===== config.mk =====
export PLATFORM = sky130hd
export DESIGN_NAME = accumulator_unit
export DESIGN_NICKNAME = d
export VERILOG_FILES = /design/src/rtl/acc_pkg.sv /design/src/rtl/acc_mul_seq.sv /design/src/rtl/accumulator_unit.sv
export SDC_FILE = /design/constraint.sdc
export NUM_CORES = 1
export LEC_CHECK = 0
export CORE_MARGIN = 8
export CORE_UTILIZATION = 43
export CTS_CLUSTER_DIAMETER = 60
export DETAILED_ROUTE_END_ITERATION = 10
export GPL_TIMING_DRIVEN = 0
export MAX_ROUTING_LAYER = met4
export PLACE_DENSITY = 0.69
export SETUP_SLACK_MARGIN = 0.02
export SLEW_MARGIN = 20
export SYNTH_ARGS = -nofsm -noshare
export SYNTH_HDL_FRONTEND = slang
export SYNTH_HIERARCHICAL = 1
export SYNTH_SLANG_ARGS = --single-unit

===== constraint.sdc =====
create_clock -name reg_clk -period 4.49 [get_ports reg_clk]
set_clock_uncertainty 0.2 [all_clocks]
set_input_delay 0.6735 -clock reg_clk [delete_from_list [all_inputs] [get_ports reg_clk]]
set_output_delay 0.6735 -clock reg_clk [all_outputs]
set_load 0.05 [all_outputs]

===== src/rtl/acc_pkg.sv =====
// rtl/acc_pkg.sv - opcode, state and flag-index definitions for accumulator_unit
package acc_pkg;

    localparam logic [3:0] OP_NOP  = 4'h0;
    localparam logic [3:0] OP_LOAD = 4'h1;
    localparam logic [3:0] OP_ADD  = 4'h2;
    localparam logic [3:0] OP_ADC  = 4'h3;
    localparam logic [3:0] OP_SUB  = 4'h4;
    localparam logic [3:0] OP_SBC  = 4'h5;
    localparam logic [3:0] OP_AND  = 4'h6;
    localparam logic [3:0] OP_OR   = 4'h7;
    localparam logic [3:0] OP_XOR  = 4'h8;
    localparam logic [3:0] OP_SHL  = 4'h9;
    localparam logic [3:0] OP_SHR  = 4'hA;
    localparam logic [3:0] OP_ROL  = 4'hB;
    localparam logic [3:0] OP_ROR  = 4'hC;
    localparam logic [3:0] OP_INC  = 4'hD;
    localparam logic [3:0] OP_DEC  = 4'hE;
    localparam logic [3:0] OP_MUL  = 4'hF;

    typedef enum logic {
        ST_IDLE = 1'b0,
        ST_MUL  = 1'b1
    } state_t;

    localparam int FLAG_V = 0;
    localparam int FLAG_C = 1;
    localparam int FLAG_N = 2;
    localparam int FLAG_Z = 3;

endpackage


===== src/rtl/acc_mul_seq.sv =====
// rtl/acc_mul_seq.sv - iterative shift-add unsigned multiplier, one bit per cycle
module acc_mul_seq #(
    parameter int WIDTH = 8
) (
    input  logic             clk,
    input  logic             rst_n,
    input  logic             start,
    input  logic [WIDTH-1:0] a,
    input  logic [WIDTH-1:0] b,
    output logic             busy,
    output logic             last,
    output logic [WIDTH-1:0] prod_hi,
    output logic [WIDTH-1:0] prod_lo
);

    localparam int CW = $clog2(WIDTH);

    logic [WIDTH-1:0] mcand;
    logic [WIDTH-1:0] hi;
    logic [WIDTH-1:0] lo;
    logic [CW-1:0]    cnt;
    logic [WIDTH:0]   sum;

    // lo starts as the multiplier and fills with product bits as it shifts out
    always_comb begin
        sum     = {1'b0, hi} + {1'b0, (lo[0] ? mcand : {WIDTH{1'b0}})};
        prod_hi = sum[WIDTH:1];
        prod_lo = {sum[0], lo[WIDTH-1:1]};
        last    = busy && (cnt == CW'(WIDTH - 1));
    end

    always_ff @(posedge clk or negedge rst_n) begin
        if (!rst_n) begin
            mcand <= '0;
            hi    <= '0;
            lo    <= '0;
            cnt   <= '0;
            busy  <= 1'b0;
        end else if (start) begin
            mcand <= b;
            hi    <= '0;
            lo    <= a;
            cnt   <= '0;
            busy  <= 1'b1;
        end else if (busy) begin
            hi    <= prod_hi;
            lo    <= prod_lo;
            cnt   <= cnt + CW'(1);
            if (last) begin
                busy <= 1'b0;
            end
        end
    end

endmodule


===== src/rtl/accumulator_unit.sv =====
// rtl/accumulator_unit.sv - operate-on-accumulator unit with registered flags and iterative MUL
module accumulator_unit
    import acc_pkg::*;
#(
    parameter int WIDTH = 8
) (
    input  logic             reg_clk,
    input  logic             reg_rst_n,
    input  logic             op_valid,
    output logic             op_ready,
    input  logic [3:0]       op_code,
    input  logic [WIDTH-1:0] data_in,
    output logic [WIDTH-1:0] acc_out,
    output logic [WIDTH-1:0] acc_hi_out,
    output logic             flag_z,
    output logic             flag_n,
    output logic             flag_c,
    output logic             flag_v,
    output logic             done
);

    localparam int M = WIDTH - 1;

    state_t           state, state_next;
    logic [WIDTH-1:0] acc, acc_next;
    logic [WIDTH-1:0] acc_hi, acc_hi_next;
    logic [3:0]       flags, flags_next;
    logic             done_next;
    logic             mul_start;
    logic             mul_busy;
    logic             mul_last;
    logic [WIDTH-1:0] prod_hi;
    logic [WIDTH-1:0] prod_lo;
    logic [WIDTH:0]   wide;
    logic [WIDTH-1:0] res;
    logic             cin;

    acc_mul_seq #(.WIDTH(WIDTH)) u_mul (
        .clk     (reg_clk),
        .rst_n   (reg_rst_n),
        .start   (mul_start),
        .a       (acc),
        .b       (data_in),
        .busy    (mul_busy),
        .last    (mul_last),
        .prod_hi (prod_hi),
        .prod_lo (prod_lo)
    );

    assign op_ready   = (state == ST_IDLE);
    assign acc_out    = acc;
    assign acc_hi_out = acc_hi;
    assign flag_z     = flags[FLAG_Z];
    assign flag_n     = flags[FLAG_N];
    assign flag_c     = flags[FLAG_C];
    assign flag_v     = flags[FLAG_V];

    always_comb begin
        state_next  = state;
        acc_next    = acc;
        acc_hi_next = acc_hi;
        flags_next  = flags;
        done_next   = 1'b0;
        mul_start   = 1'b0;
        wide        = '0;
        res         = acc;
        cin         = flags[FLAG_C] && (op_code == OP_ADC || op_code == OP_SBC);
        case (state)
            ST_IDLE: begin
                if (op_valid && op_code == OP_MUL) begin
                    mul_start  = 1'b1;
                    state_next = ST_MUL;
                end else if (op_valid) begin
                    done_next = 1'b1;
                    case (op_code)
                        OP_LOAD: res = data_in;
                        OP_ADD, OP_ADC: begin
                            wide = {1'b0, acc} + {1'b0, data_in} + {{WIDTH{1'b0}}, cin};
                            res  = wide[M:0];
                            flags_next[FLAG_C] = wide[WIDTH];
                            flags_next[FLAG_V] = (acc[M] == data_in[M]) && (res[M] != acc[M]);
                        end
                        // The extra top bit of the difference is the borrow
                        OP_SUB, OP_SBC: begin
                            wide = {1'b0, acc} - {1'b0, data_in} - {{WIDTH{1'b0}}, cin};
                            res  = wide[M:0];
                            flags_next[FLAG_C] = wide[WIDTH];
                            flags_next[FLAG_V] = (acc[M] != data_in[M]) && (res[M] != acc[M]);
                        end
                        OP_AND: res = acc & data_in;
                        OP_OR:  res = acc | data_in;
                        OP_XOR: res = acc ^ data_in;
                        OP_SHL: begin
                            res = {acc[M-1:0], 1'b0};
                            flags_next[FLAG_C] = acc[M];
                        end
                        OP_SHR: begin
                            res = {1'b0, acc[M:1]};
                            flags_next[FLAG_C] = acc[0];
                        end
                        OP_ROL: begin
                            res = {acc[M-1:0], acc[M]};
                            flags_next[FLAG_C] = acc[M];
                        end
                        OP_ROR: begin
                            res = {acc[0], acc[M:1]};
                            flags_next[FLAG_C] = acc[0];
                        end
                        OP_INC: begin
                            res = acc + WIDTH'(1);
                            flags_next[FLAG_V] = (acc == {1'b0, {M{1'b1}}});
                        end
                        OP_DEC: begin
                            res = acc - WIDTH'(1);
                            flags_next[FLAG_V] = (acc == {1'b1, {M{1'b0}}});
                        end
                        default: res = acc;
                    endcase
                    if (op_code != OP_NOP) begin
                        acc_next           = res;
                        flags_next[FLAG_Z] = (res == '0);
                        flags_next[FLAG_N] = res[M];
                    end
                end
            end
            ST_MUL: begin
                if (mul_last) begin
                    acc_next           = prod_lo;
                    acc_hi_next        = prod_hi;
                    flags_next[FLAG_Z] = ({prod_hi, prod_lo} == '0);
                    flags_next[FLAG_N] = prod_hi[M];
                    flags_next[FLAG_C] = (prod_hi != '0);
                    flags_next[FLAG_V] = 1'b0;
                    done_next          = 1'b1;
                    state_next         = ST_IDLE;
                end else if (!mul_busy) begin
                    state_next = ST_IDLE;
                end
            end
            default: state_next = ST_IDLE;
        endcase
    end

    always_ff @(posedge reg_clk or negedge reg_rst_n) begin
        if (!reg_rst_n) begin
            state  <= ST_IDLE;
            acc    <= '0;
            acc_hi <= '0;
            flags  <= '0;
            done   <= 1'b0;
        end else begin
            state  <= state_next;
            acc    <= acc_next;
            acc_hi <= acc_hi_next;
            flags  <= flags_next;
            done   <= done_next;
        end
    end

endmodule


==> out/qor.yml, run 1 <==
route:
  wl_mm: 15.0
  drt_iter0_drc: 334
  drc: 0
  num_vias: 4543
  drt-vias-per-instance: 6.06
  wire_per_inst_um: 20.0
  ant_nets: 0
  dr.pass1.iters: 5
die:
  die_area_um2: 15000
  initial_core_util_pct: 43.3
  core_region_area_um2: 11200
  ios: 37
  rows: 39
  fp.dieH_um: 122
  fp.dieW_um: 122
clock_network:
  cts_tree: "yes"
  clk_pin_slew_ps: 70
  clockBufferDepth: 2
  root_buffer: "clkbuf_16"
  clock_latency_ps: 280
  cts.htree.levels: 2
  cts_sinks: 50
  numCtsBuffers: 5
timing:
  fin_crit_sh_pct: 95.7
  setup_viol: 0
  fmax_mhz: 233
  rsz0062_at_grt: "false"
  slew_viol_final: 0
  hold_ws_ps: 195
  slew-limit-headroom_pct: 47.8
  finalCriticalPeriod_ps: 4300
  hold_violations: 0
  worst_pin_slew_ps: 779
logic_synthesis:
  synthArstFlopShare_pct: 100
  synth_edf_count: 0
  syn_nets: 631
  syn_area_um2: 4860
  synth_flop_cell: "dfrtp_1"
  yosys_warnings: 6
  synth_cell_types: 75
  seq_area_frac_synth_pct: 25.7
  avgSynthCellArea_um2: 8.62
  syn_inst: 564
  synth_seq_cells: 50
final_layout:
  fillers: 1073
  fin_cells: 750
  final_common_cell: "dfrtp_1"
  nNetsFinal: 673
  area_growth_pct: 16.5
  finish.utilization_pct: 50.5
  diodes: 0
  layout-drive-gt1-share_pct: 13.5
  final_cell_mix: "dfrtp_1 (50), ha_1 (46), nor2_1 (44)"
place:
  place_congestion: 0.949
  dpl.hpwl_mm: 11.7
  dp_cells: 741
  port-buffer-count: 34
grt:
  grt_antenna_before_repair: 0
  grt_pass1_vias: 4488
  grt_max_degree: 51
  grt_pass1_wl_mm: 23.8
  track_usage_pct: 20.7
  overflow: 0
setup_path:
  cp_top_family: "buffers and inverters"
  end_kind: "register"
  cp.required_ps: 4510
  crit_slowest_cell: "clkdlybuf4s50_1"
  path_max_fanout: 19
  crit_buf_inv: 3
  start_kind: "primary input"
  path_cells: "clkdlybuf4s50_1 > buf_6 > buf_4 > nand3_2 > fa_2 > fa_1 > a32oi_1 > o22ai_1 > o32a_1 > or4_1 > nor3_2 > a31o_1"
  crit_type: "primary input to register"
  max_stage_delay_ps: 570
  arrival_ps: 4320
pwr:
  cellPowerDensity_nw_per_um2: 521
  p_leak_nw: 2.53
  power_mw: 2.95
  peakVddDrop_mv: 0.408
job:
  drv_cap: 0
worst_hold_path:
  min_path_type: "primary input to asynchronous set/reset pin"
status:
  status: "complete, no violations"
==> metal layers <==
metal	GRT usage (%)	part of all wire [%]
met1	25.4	43
met5	-	0
met4	5.10	1.5
met2	35.4	50
met3	2.53	5.8
==> layout make-up <==
class / count / area, um^2 / area share [%]
Sequential cell: 50 / 1250 / 22.1
Multi-Input combinational cell: 439 / 3350 / 59.1
Timing Repair Buffer: 36 / 355 / 6.27
Clock buffer: 5 / 125 / 2.21
Inverter: 38 / 143 / 2.52
Buffer: 36 / 223 / 3.93
Clock inverter: 3 / 40.0 / 0.707
Tap cell: 143 / 179 / 3.16
==> repair_timing <==
| item | 4_1_cts | 5_1_grt |
|---|---|---|
| resized for setup | 15 | 12 |
| setup endpoints to repair | 8 | 6 |
| buffers inserted | 0 | 2 |
| hold buffers | 0 | 0 |
| pin swaps | 3 | 10 |
| gates cloned | 0 | 0 |
==> power by group <==
part	switching, mW	total, mW	internal [mW]	leakage [nW]
Sequential	0.171	0.768	0.597	0.609
Clock	0.159	0.420	0.261	0.0836
Combinational	1.03	1.76	0.734	1.83
Total	1.36	2.95	1.59	2.53
==> Yosys cell counts (5+ instances only) <==
master | instances | area [um^2]
a211oi_1 | 7 | 52.6
a21o_1 | 6 | 45.0
a21oi_1 | 27 | 135
a221oi_1 | 7 | 61.3
a31oi_1 | 7 | 43.8
a32oi_1 | 8 | 70.1
and2_1 | 11 | 68.8
buf_2 | 17 | 85.1
buf_4 | 8 | 60.1
clkbuf_1 | 7 | 26.3
dfrtp_1 | 50 | 1250
fa_1 | 6 | 120
ha_1 | 46 | 576
inv_1 | 37 | 139
mux2_2 | 17 | 191
mux2i_1 | 22 | 220
nand2_1 | 37 | 139
nand2b_1 | 8 | 50.1
nand3_1 | 15 | 75.1
nor2_1 | 44 | 165
nor2b_1 | 5 | 31.3
nor3_1 | 14 | 70.1
nor4_1 | 7 | 43.8
o211ai_1 | 8 | 60.1
o21ai_0 | 35 | 175
o22ai_1 | 7 | 43.8
xnor2_1 | 8 | 70.1
xor2_1 | 13 | 114
==> sequential cells by signal (all words and copies together) (netlist names) <==
register,count
acc_hi_out,8
u_mul/mcand,8
done,1
u_mul/cnt,3
state,1
u_mul/lo,8
u_mul/hi,8
u_mul/busy,1
flags,4
acc_out,8
==> kinds of logic (layout without fill, tap and decap cells) <==
family / count (synthesis) / count (layout) / share of synthesized area (%)
AND/OR/NAND/NOR: 166 / 166 / 17.1
buffers and inverters: 75 / 118 / 7.31
flip-flops: 50 / 50 / 25.7
adder cells (fa/ha/maj): 52 / 52 / 14.3
AO/OA/AOI/OAI: 160 / 160 / 22.9
multiplexers: 39 / 39 / 8.47
XOR/XNOR: 22 / 22 / 4.25
==> final timing paths <==
check,to,slack [ps],cells after the start,startpoint
hold reg to reg,u_mul/mcand[3],300,1,u_mul/mcand[3]
max in group asynchronous,u_mul/hi[6],3450,1,reg_rst_n
setup reg to reg,flags[3],990,10,acc_out[4]
setup / recovery,flags[3],190,12,op_code[0]
min in group reg_clk,u_mul/mcand[3],300,1,u_mul/mcand[3]
hold / removal,u_mul/lo[0],200,1,reg_rst_n
==> per-stage QoR <==
step / worst slack [ps] / instance area [um^2] / setup TNS [ps]
finish: 193 / 5660 / 0
global route: 80.1 / 5660 / 0
CTS: 50.2 / 5620 / 0
detailed placement: -999 / 5380 / -5390
global placement: -937 / 5380 / -4910
floorplan: 464 / 4860 / 0
(Power assumes the default switching activity.)
==> run 2: changes to the inputs <==
==> constraint.sdc (replaced) <==
create_clock -name reg_clk -period 4.49 [get_ports reg_clk]
set_clock_uncertainty 0.2 [all_clocks]
set_input_delay 1.1225 -clock reg_clk [delete_from_list [all_inputs] [get_ports reg_clk]]
set_output_delay 1.1225 -clock reg_clk [all_outputs]
set_load 0.05 [all_outputs]
==> run 2 against run 1 <==
Compared with the run above:
- via count increased by 0.22%
- non-clock buffer count increased by 4
- sequential power about the same
- critical path depth increased by 2
- setup slack lost 72 ps
- final cell count grew 0.53%
- utilization grew 0.56 points
- largest power group unchanged
- highest routed layer unchanged
==> out/qor.yml, run 2 (synthesis gave the netlist of run 1 again) <==
timing:
  hold_violations: 0  # unchanged
  rsz0062_at_grt: "false"
  fmax_mhz: 229  # -1.7%
  finalCriticalPeriod_ps: 4370  # +72.4 ps
  worst_pin_slew_ps: 708  # -71.4 ps
  finalSetupTns_ps: 0  # unchanged
  slew_viol_final: 0  # unchanged
  setup_ws_ps: 120  # -72.4 ps
  fin_crit_sh_pct: 97.3  # +1.6 points
  slew-limit-headroom_pct: 52.6  # +4.8 points
  setup_viol: 0  # unchanged
setup_path:
  arrival_ps: 4400  # +80 ps
  crit_buf_inv: 3  # unchanged
  path_cells: "clkdlybuf4s15_2 > buf_6 > or3_4 > buf_6 > nand2_4 > nand3_4 > fa_2 > fa_1 > a32oi_1 > o22ai_1 > o32a_1 > or4_4 > nor3_4 > a31o_1"
  start_kind: "primary input"
  path_max_fanout: 3  # -16
  r2r-start: "u_mul/lo[0]"
  end_kind: "register"
  crit_slowest_cell: "or4_4"
  cp.required_ps: 4520  # about the same
  cp_top_family: "simple AND/OR/NAND/NOR gates"
  crit_path_start: "op_code[3]"
  max_stage_delay_ps: 540  # -30 ps
  cpMostUsedCell: "buf_6"
  crit_type: "primary input to register"
  path_depth: 14  # +2
  ff2ff_path_depth: 12  # +2
final_layout:
  layout-drive-gt1-share_pct: 14.9  # +1.4 points
  final_cell_mix: "dfrtp_1 (50), ha_1 (46), nor2_1 (44)"
  diodes: 0  # unchanged
  nNetsFinal: 677  # +0.59%
  final_common_cell: "dfrtp_1"
  area_growth_pct: 17.8
worst_hold_path:
  hp-start: "u_mul/mcand[4]"
  min_path_type: "register to register"
  whs_path_depth: 1
die:
  die_area_um2: 15000  # unchanged
  fp.dieH_um: 122  # unchanged
  initial_core_util_pct: 43.3  # unchanged
  ios: 37  # unchanged
  core_region_area_um2: 11200  # unchanged
  rows: 39  # unchanged
  fp.dieW_um: 122  # unchanged
clock_network:
  clk_pin_slew_ps: 60  # about the same
  numCtsBuffers: 5  # unchanged
  clock_latency_ps: 290  # about the same
  root_buffer: "clkbuf_16"
  cts.htree.levels: 2  # unchanged
  cts_sinks: 50  # unchanged
  cts_tree: "yes"
  clockBufferDepth: 2  # unchanged
route:
  drt-vias-per-instance: 6.04  # -0.31%
  ant_nets: 0  # unchanged
  drt_iter0_drc: 306  # -8.4%
  dr.pass1.iters: 5  # unchanged
  num_vias: 4553  # +0.22%
  drc: 0  # unchanged
  wire_per_inst_um: 19.9  # -0.23%
  wl_mm: 15.0  # +0.31%
status:
  status: "complete, no violations"
place:
  dp_slack_ps: -1270  # -267 ps
  port-buffer-count: 34  # unchanged
  place_congestion: 0.937  # -1.2%
  dpl.hpwl_mm: 11.6  # -0.93%
grt:
  grt_max_degree: 51  # unchanged
  grt_pass1_vias: 4515  # +0.60%
  grt_pass1_wl_mm: 23.7  # -0.52%
  track_usage_pct: 20.5  # -0.16 points
  overflow: 0  # unchanged
  grt_antenna_before_repair: 0  # unchanged
pwr:
  p_leak_nw: 2.54  # +0.43%
  power_mw: 2.95  # about the same
  peakVddDrop_mv: 0.391  # -4.0%
  cellPowerDensity_nw_per_um2: 515  # -1.0%
job:
  drv_cap: 0  # unchanged
[run 2: cell types whose count changed in the layout (fill, tap and decap cells not counted), sizes merged]
cell and change:
buf +4, clkbuf +1, clkdlybuf4s15 +2, clkdlybuf4s50 -1
clkinv -2, clkinvlp +1, dlymetal6s2s -1
[run 2: report_power, final]
part / internal (mW) / total (mW) / switching, mW
Clock: 0.263 / 0.424 / 0.161
Combinational: 0.738 / 1.76 / 1.02
Sequential: 0.598 / 0.767 / 0.169
[run 2: layout make-up]
class | instances | area, um^2
inverter | 38 | 143
clock inverter | 2 | 37.5
timing repair buffer | 39 | 378
sequential | 50 | 1250
clock buffer | 6 | 129
fill | 1085 | 5500
buffer | 37 | 236
multi-input combinational | 439 | 3370
tap | 143 | 179
[run 2: final timing paths]
check | slack (ps) | end
max | 120 | flags[3]
min | 310 | u_mul/mcand[4]
max reg2reg | 1080 | flags[1]
min reg2reg | 310 | u_mul/mcand[4]
max in group asynchronous | 3000 | u_mul/hi[6]
min in group asynchronous | 660 | u_mul/mcand[2]
[run 2: worst register-to-register path, stage by stage (launching register included)]
cell and delay, ps:
dfrtp_1 480, and2_1 200, ha_1 220, fa_1 450, a211oi_2 270, o21bai_1 110, a211o_1 310, and2_2 200
nor4_1 320, nand2_1 170, a21oi_1 180, o31a_1 140, a21oi_1 40
[run 2: layer usage]
| layer | wire length, um | GRT usage [%] | vias up |
|---|---|---|---|
| met4 | 347 | 7.01 | 0 |
| met3 | 737 | 2.07 | 25 |
| met2 | 7370 | 33.9 | 156 |
| met1 | 6580 | 25.7 | 2223 |
| met5 | 0 | - | - |
| li1 | - | - | 2149 |
[run 2: timing repair]
action / CTS / global route
hold endpoints to repair: 0 / 0
resized for setup: 35 / 5
endpoints found under the setup margin: 11 / 6
pin swaps: 12 / 7
setup buffers: 4 / 1
hold buffers: 0 / 0
[run 2: metrics by stage]
step                      utilization [%]  hold slack (ps)  instances  area, um^2
final                                51.0              310        754        5730
after global routing                 51.0              330        754        5730
after CTS                            50.8              314        753        5700
after detailed placement             47.9              293        741        5380
after global placement               48.0              286        741        5380
after floorplan                         -              272        564        4860
==> run 3: changes to the inputs <==
--- a/config.mk
+++ b/config.mk
@@ -13,7 +13,6 @@
 export MAX_ROUTING_LAYER = met4
 export PLACE_DENSITY = 0.69
 export SETUP_SLACK_MARGIN = 0.02
-export SLEW_MARGIN = 20
 export SYNTH_ARGS = -nofsm -noshare
 export SYNTH_HDL_FRONTEND = slang
 export SYNTH_HIERARCHICAL = 1
==> constraint.sdc (replaced) <==
create_clock -name reg_clk -period 4.9 [get_ports reg_clk]
set_clock_uncertainty 0.2 [all_clocks]
set_input_delay 1.225 -clock reg_clk [delete_from_list [all_inputs] [get_ports reg_clk]]
set_output_delay 1.225 -clock reg_clk [all_outputs]
set_load 0.05 [all_outputs]
==> run 3 against run 2 <==
Compared with the run above:
- non-clock buffer count increased by 3
- die area is the same
- global-route usage up 0.20 points
- worst hold slack lost 6.3 ps
- combinational power shrank 8%
- setup slack worse by 14 ps
- sequential share of layout area fell by 0.10 points
- power is 7.7% lower
- critical path type unchanged
- critical endpoint unchanged
- largest power group unchanged
==> out/qor.yml, run 3 (synthesis gave the netlist of run 1 again) <==
status:
  status: "complete, no violations"
timing:
  slew-limit-headroom_pct: 45.4  # -7.2 points
  rsz0062_at_grt: "false"
  hold_violations: 0  # unchanged
  finalCriticalPeriod_ps: 4790
  setup_viol: 0  # unchanged
  finalSetupTns_ps: 0  # unchanged
  fmax_mhz: 209
  fin_crit_sh_pct: 97.8
  hold_ws_ps: 304  # -6.26 ps
  worst_pin_slew_ps: 816  # +108 ps
  slew_viol_final: 0  # unchanged
place:
  dpl.hpwl_mm: 11.8  # +1.6%
  port-buffer-count: 34  # unchanged
  dp_cells: 742  # +0.13%
  place_congestion: 0.949  # +1.2%
pwr:
  swShare_pct: 46.1  # +0.31 points
  cellPowerDensity_nw_per_um2: 473  # -8.2%
  pwr-share-clk_pct: 14.5  # about the same
  peakVddDrop_mv: 0.299  # -24%
  p_sw_mw: 1.26  # -7.1%
  power.internal_mw: 1.47  # -8.3%
  seqPwrFrac_pct: 25.8  # -0.2 points
  p_comb_share_pct: 59.7  # about the same
  p_leak_nw: 2.57  # +1.1%
route:
  dr.pass1.iters: 5  # unchanged
  wire_per_inst_um: 20.0  # about the same
  drt_iter0_drc: 328  # +7.2%
  ant_nets: 0  # unchanged
  wl_mm: 15.1  # +0.60%
  num_vias: 4518  # -0.77%
  drt-vias-per-instance: 5.96  # -1.3%
  drc: 0  # unchanged
clock_network:
  cts_sinks: 50  # unchanged
  clk_pin_slew_ps: 70  # about the same
  cts_tree: "yes"
  cts.htree.levels: 2  # unchanged
  postCtsHoldBufs: 0  # unchanged
  clock_latency_ps: 290  # about the same
  numCtsBuffers: 5  # unchanged
  root_buffer: "clkbuf_16"
  clockBufferDepth: 2  # unchanged
die:
  core_region_area_um2: 11200  # unchanged
  initial_core_util_pct: 43.3  # unchanged
  ios: 37  # unchanged
  fp.dieH_um: 122  # unchanged
  fp.dieW_um: 122  # unchanged
  rows: 39  # unchanged
  die_area_um2: 15000  # unchanged
grt:
  overflow: 0  # unchanged
  grt_pass1_vias: 4506  # -0.20%
  grt_pass1_wl_mm: 23.9  # +0.81%
  grt_antenna_before_repair: 1  # +1
  grt_max_degree: 33  # -35%
  track_usage_pct: 20.7  # +0.20 points
setup_path:
  start_kind: "primary input"
  arrival_ps: 4830  # +430 ps
  ff2ff_path_depth: 10  # -2
  crit_type: "primary input to register"
  end_kind: "register"
  path_max_fanout: 19  # +16
  cp.required_ps: 4940  # +420 ps
final_layout:
  final_common_cell: "dfrtp_1"
  final_cell_mix: "dfrtp_1 (50), ha_1 (46), nor2_1 (44)"
  area_growth_pct: 18.3
  layout-drive-gt1-share_pct: 14.8  # -0.073 points
  nNetsFinal: 680  # +0.44%
  fin_cells: 758  # +0.53%
job:
  drv_cap: 0  # unchanged
worst_hold_path:
  whs_path_depth: 1  # unchanged
  min_path_type: "register to register"
run 3: cell types whose count changed in the layout (fill, tap and decap cells not counted), sizes merged:
cell	previous run	this run
buf	36	39
diode	0	1
dlymetal6s2s	0	1
clkdlybuf4s50	31	32
clkdlybuf4s15	2	0
clkbuf	13	12
clkinvlp	1	2
run 3: routing by layer:
layer | up-vias | wire, um | global-route usage (%)
met3 | 31 | 878 | 2.62
met2 | 146 | 7410 | 34.3
met5 | - | 0 | -
met4 | 0 | 352 | 7.24
met1 | 2190 | 6490 | 25.5
li1 | 2151 | - | -
run 3: metrics by stage:
stage               total power [mW]  area [um^2]  setup slack [ps]  util, %
floorplan                       1.81         4860               323        -
global placement                2.20         5380             -1080     47.9
detailed placement              2.24         5400             -1160     48.1
CTS                             2.70         5640              29.5     50.3
global route                    2.91         5750              20.8     51.3
finish                          2.72         5750               106     51.3
run 3: final cells by class:
class	count	area, um^2
Clock buffer	5	125
Timing Repair Buffer	43	418
Clock inverter	3	45.0
Fill cell	1082	5470
Antenna cell	1	2.50
Multi-Input combinational cell	439	3360
Inverter	38	143
Tap cell	143	179
Buffer	36	226
Sequential cell	50	1250
run 3: path summary, 6_finish.rpt:
kind | slack [ps] | to | start
min in group asynchronous | 670 | u_mul/lo[0] | reg_rst_n
worst max-delay path | 110 | flags[3] | op_code[0]
worst min-delay path | 300 | u_mul/hi[5] | u_mul/hi[5]
worst min register to register | 300 | u_mul/hi[5] | u_mul/hi[5]
worst max register to register | 1380 | flags[3] | acc_out[4]
max in group asynchronous | 3290 | u_mul/hi[3] | reg_rst_n
run 3: what timing repair did:
| action | 4_1_cts | 5_1_grt |
|---|---|---|
| resized for setup | 18 | 13 |
| endpoints found under the setup margin | 9 | 6 |
| pin swaps | 3 | 9 |
| setup buffers | 0 | 8 |
run 3: power by group through the flow:
stage / clock network [mW] / registers, mW / logic [mW]
floorplan: 0 / 0.787 / 1.02
global placement: 0 / 0.699 / 1.50
detailed placement: 0 / 0.707 / 1.54
CTS: 0.403 / 0.701 / 1.60
global route: 0.416 / 0.722 / 1.77
finish: 0.395 / 0.702 / 1.62
run 3: critical path, cell delays in order:
cell and delay (ps):
clkdlybuf4s50_1 590, buf_8 210, buf_4 210, nand3_2 140, fa_2 420, fa_1 450
a32oi_1 170, o22ai_1 140, o32a_1 390, or4_4 530, nor3_4 180, a31o_1 160
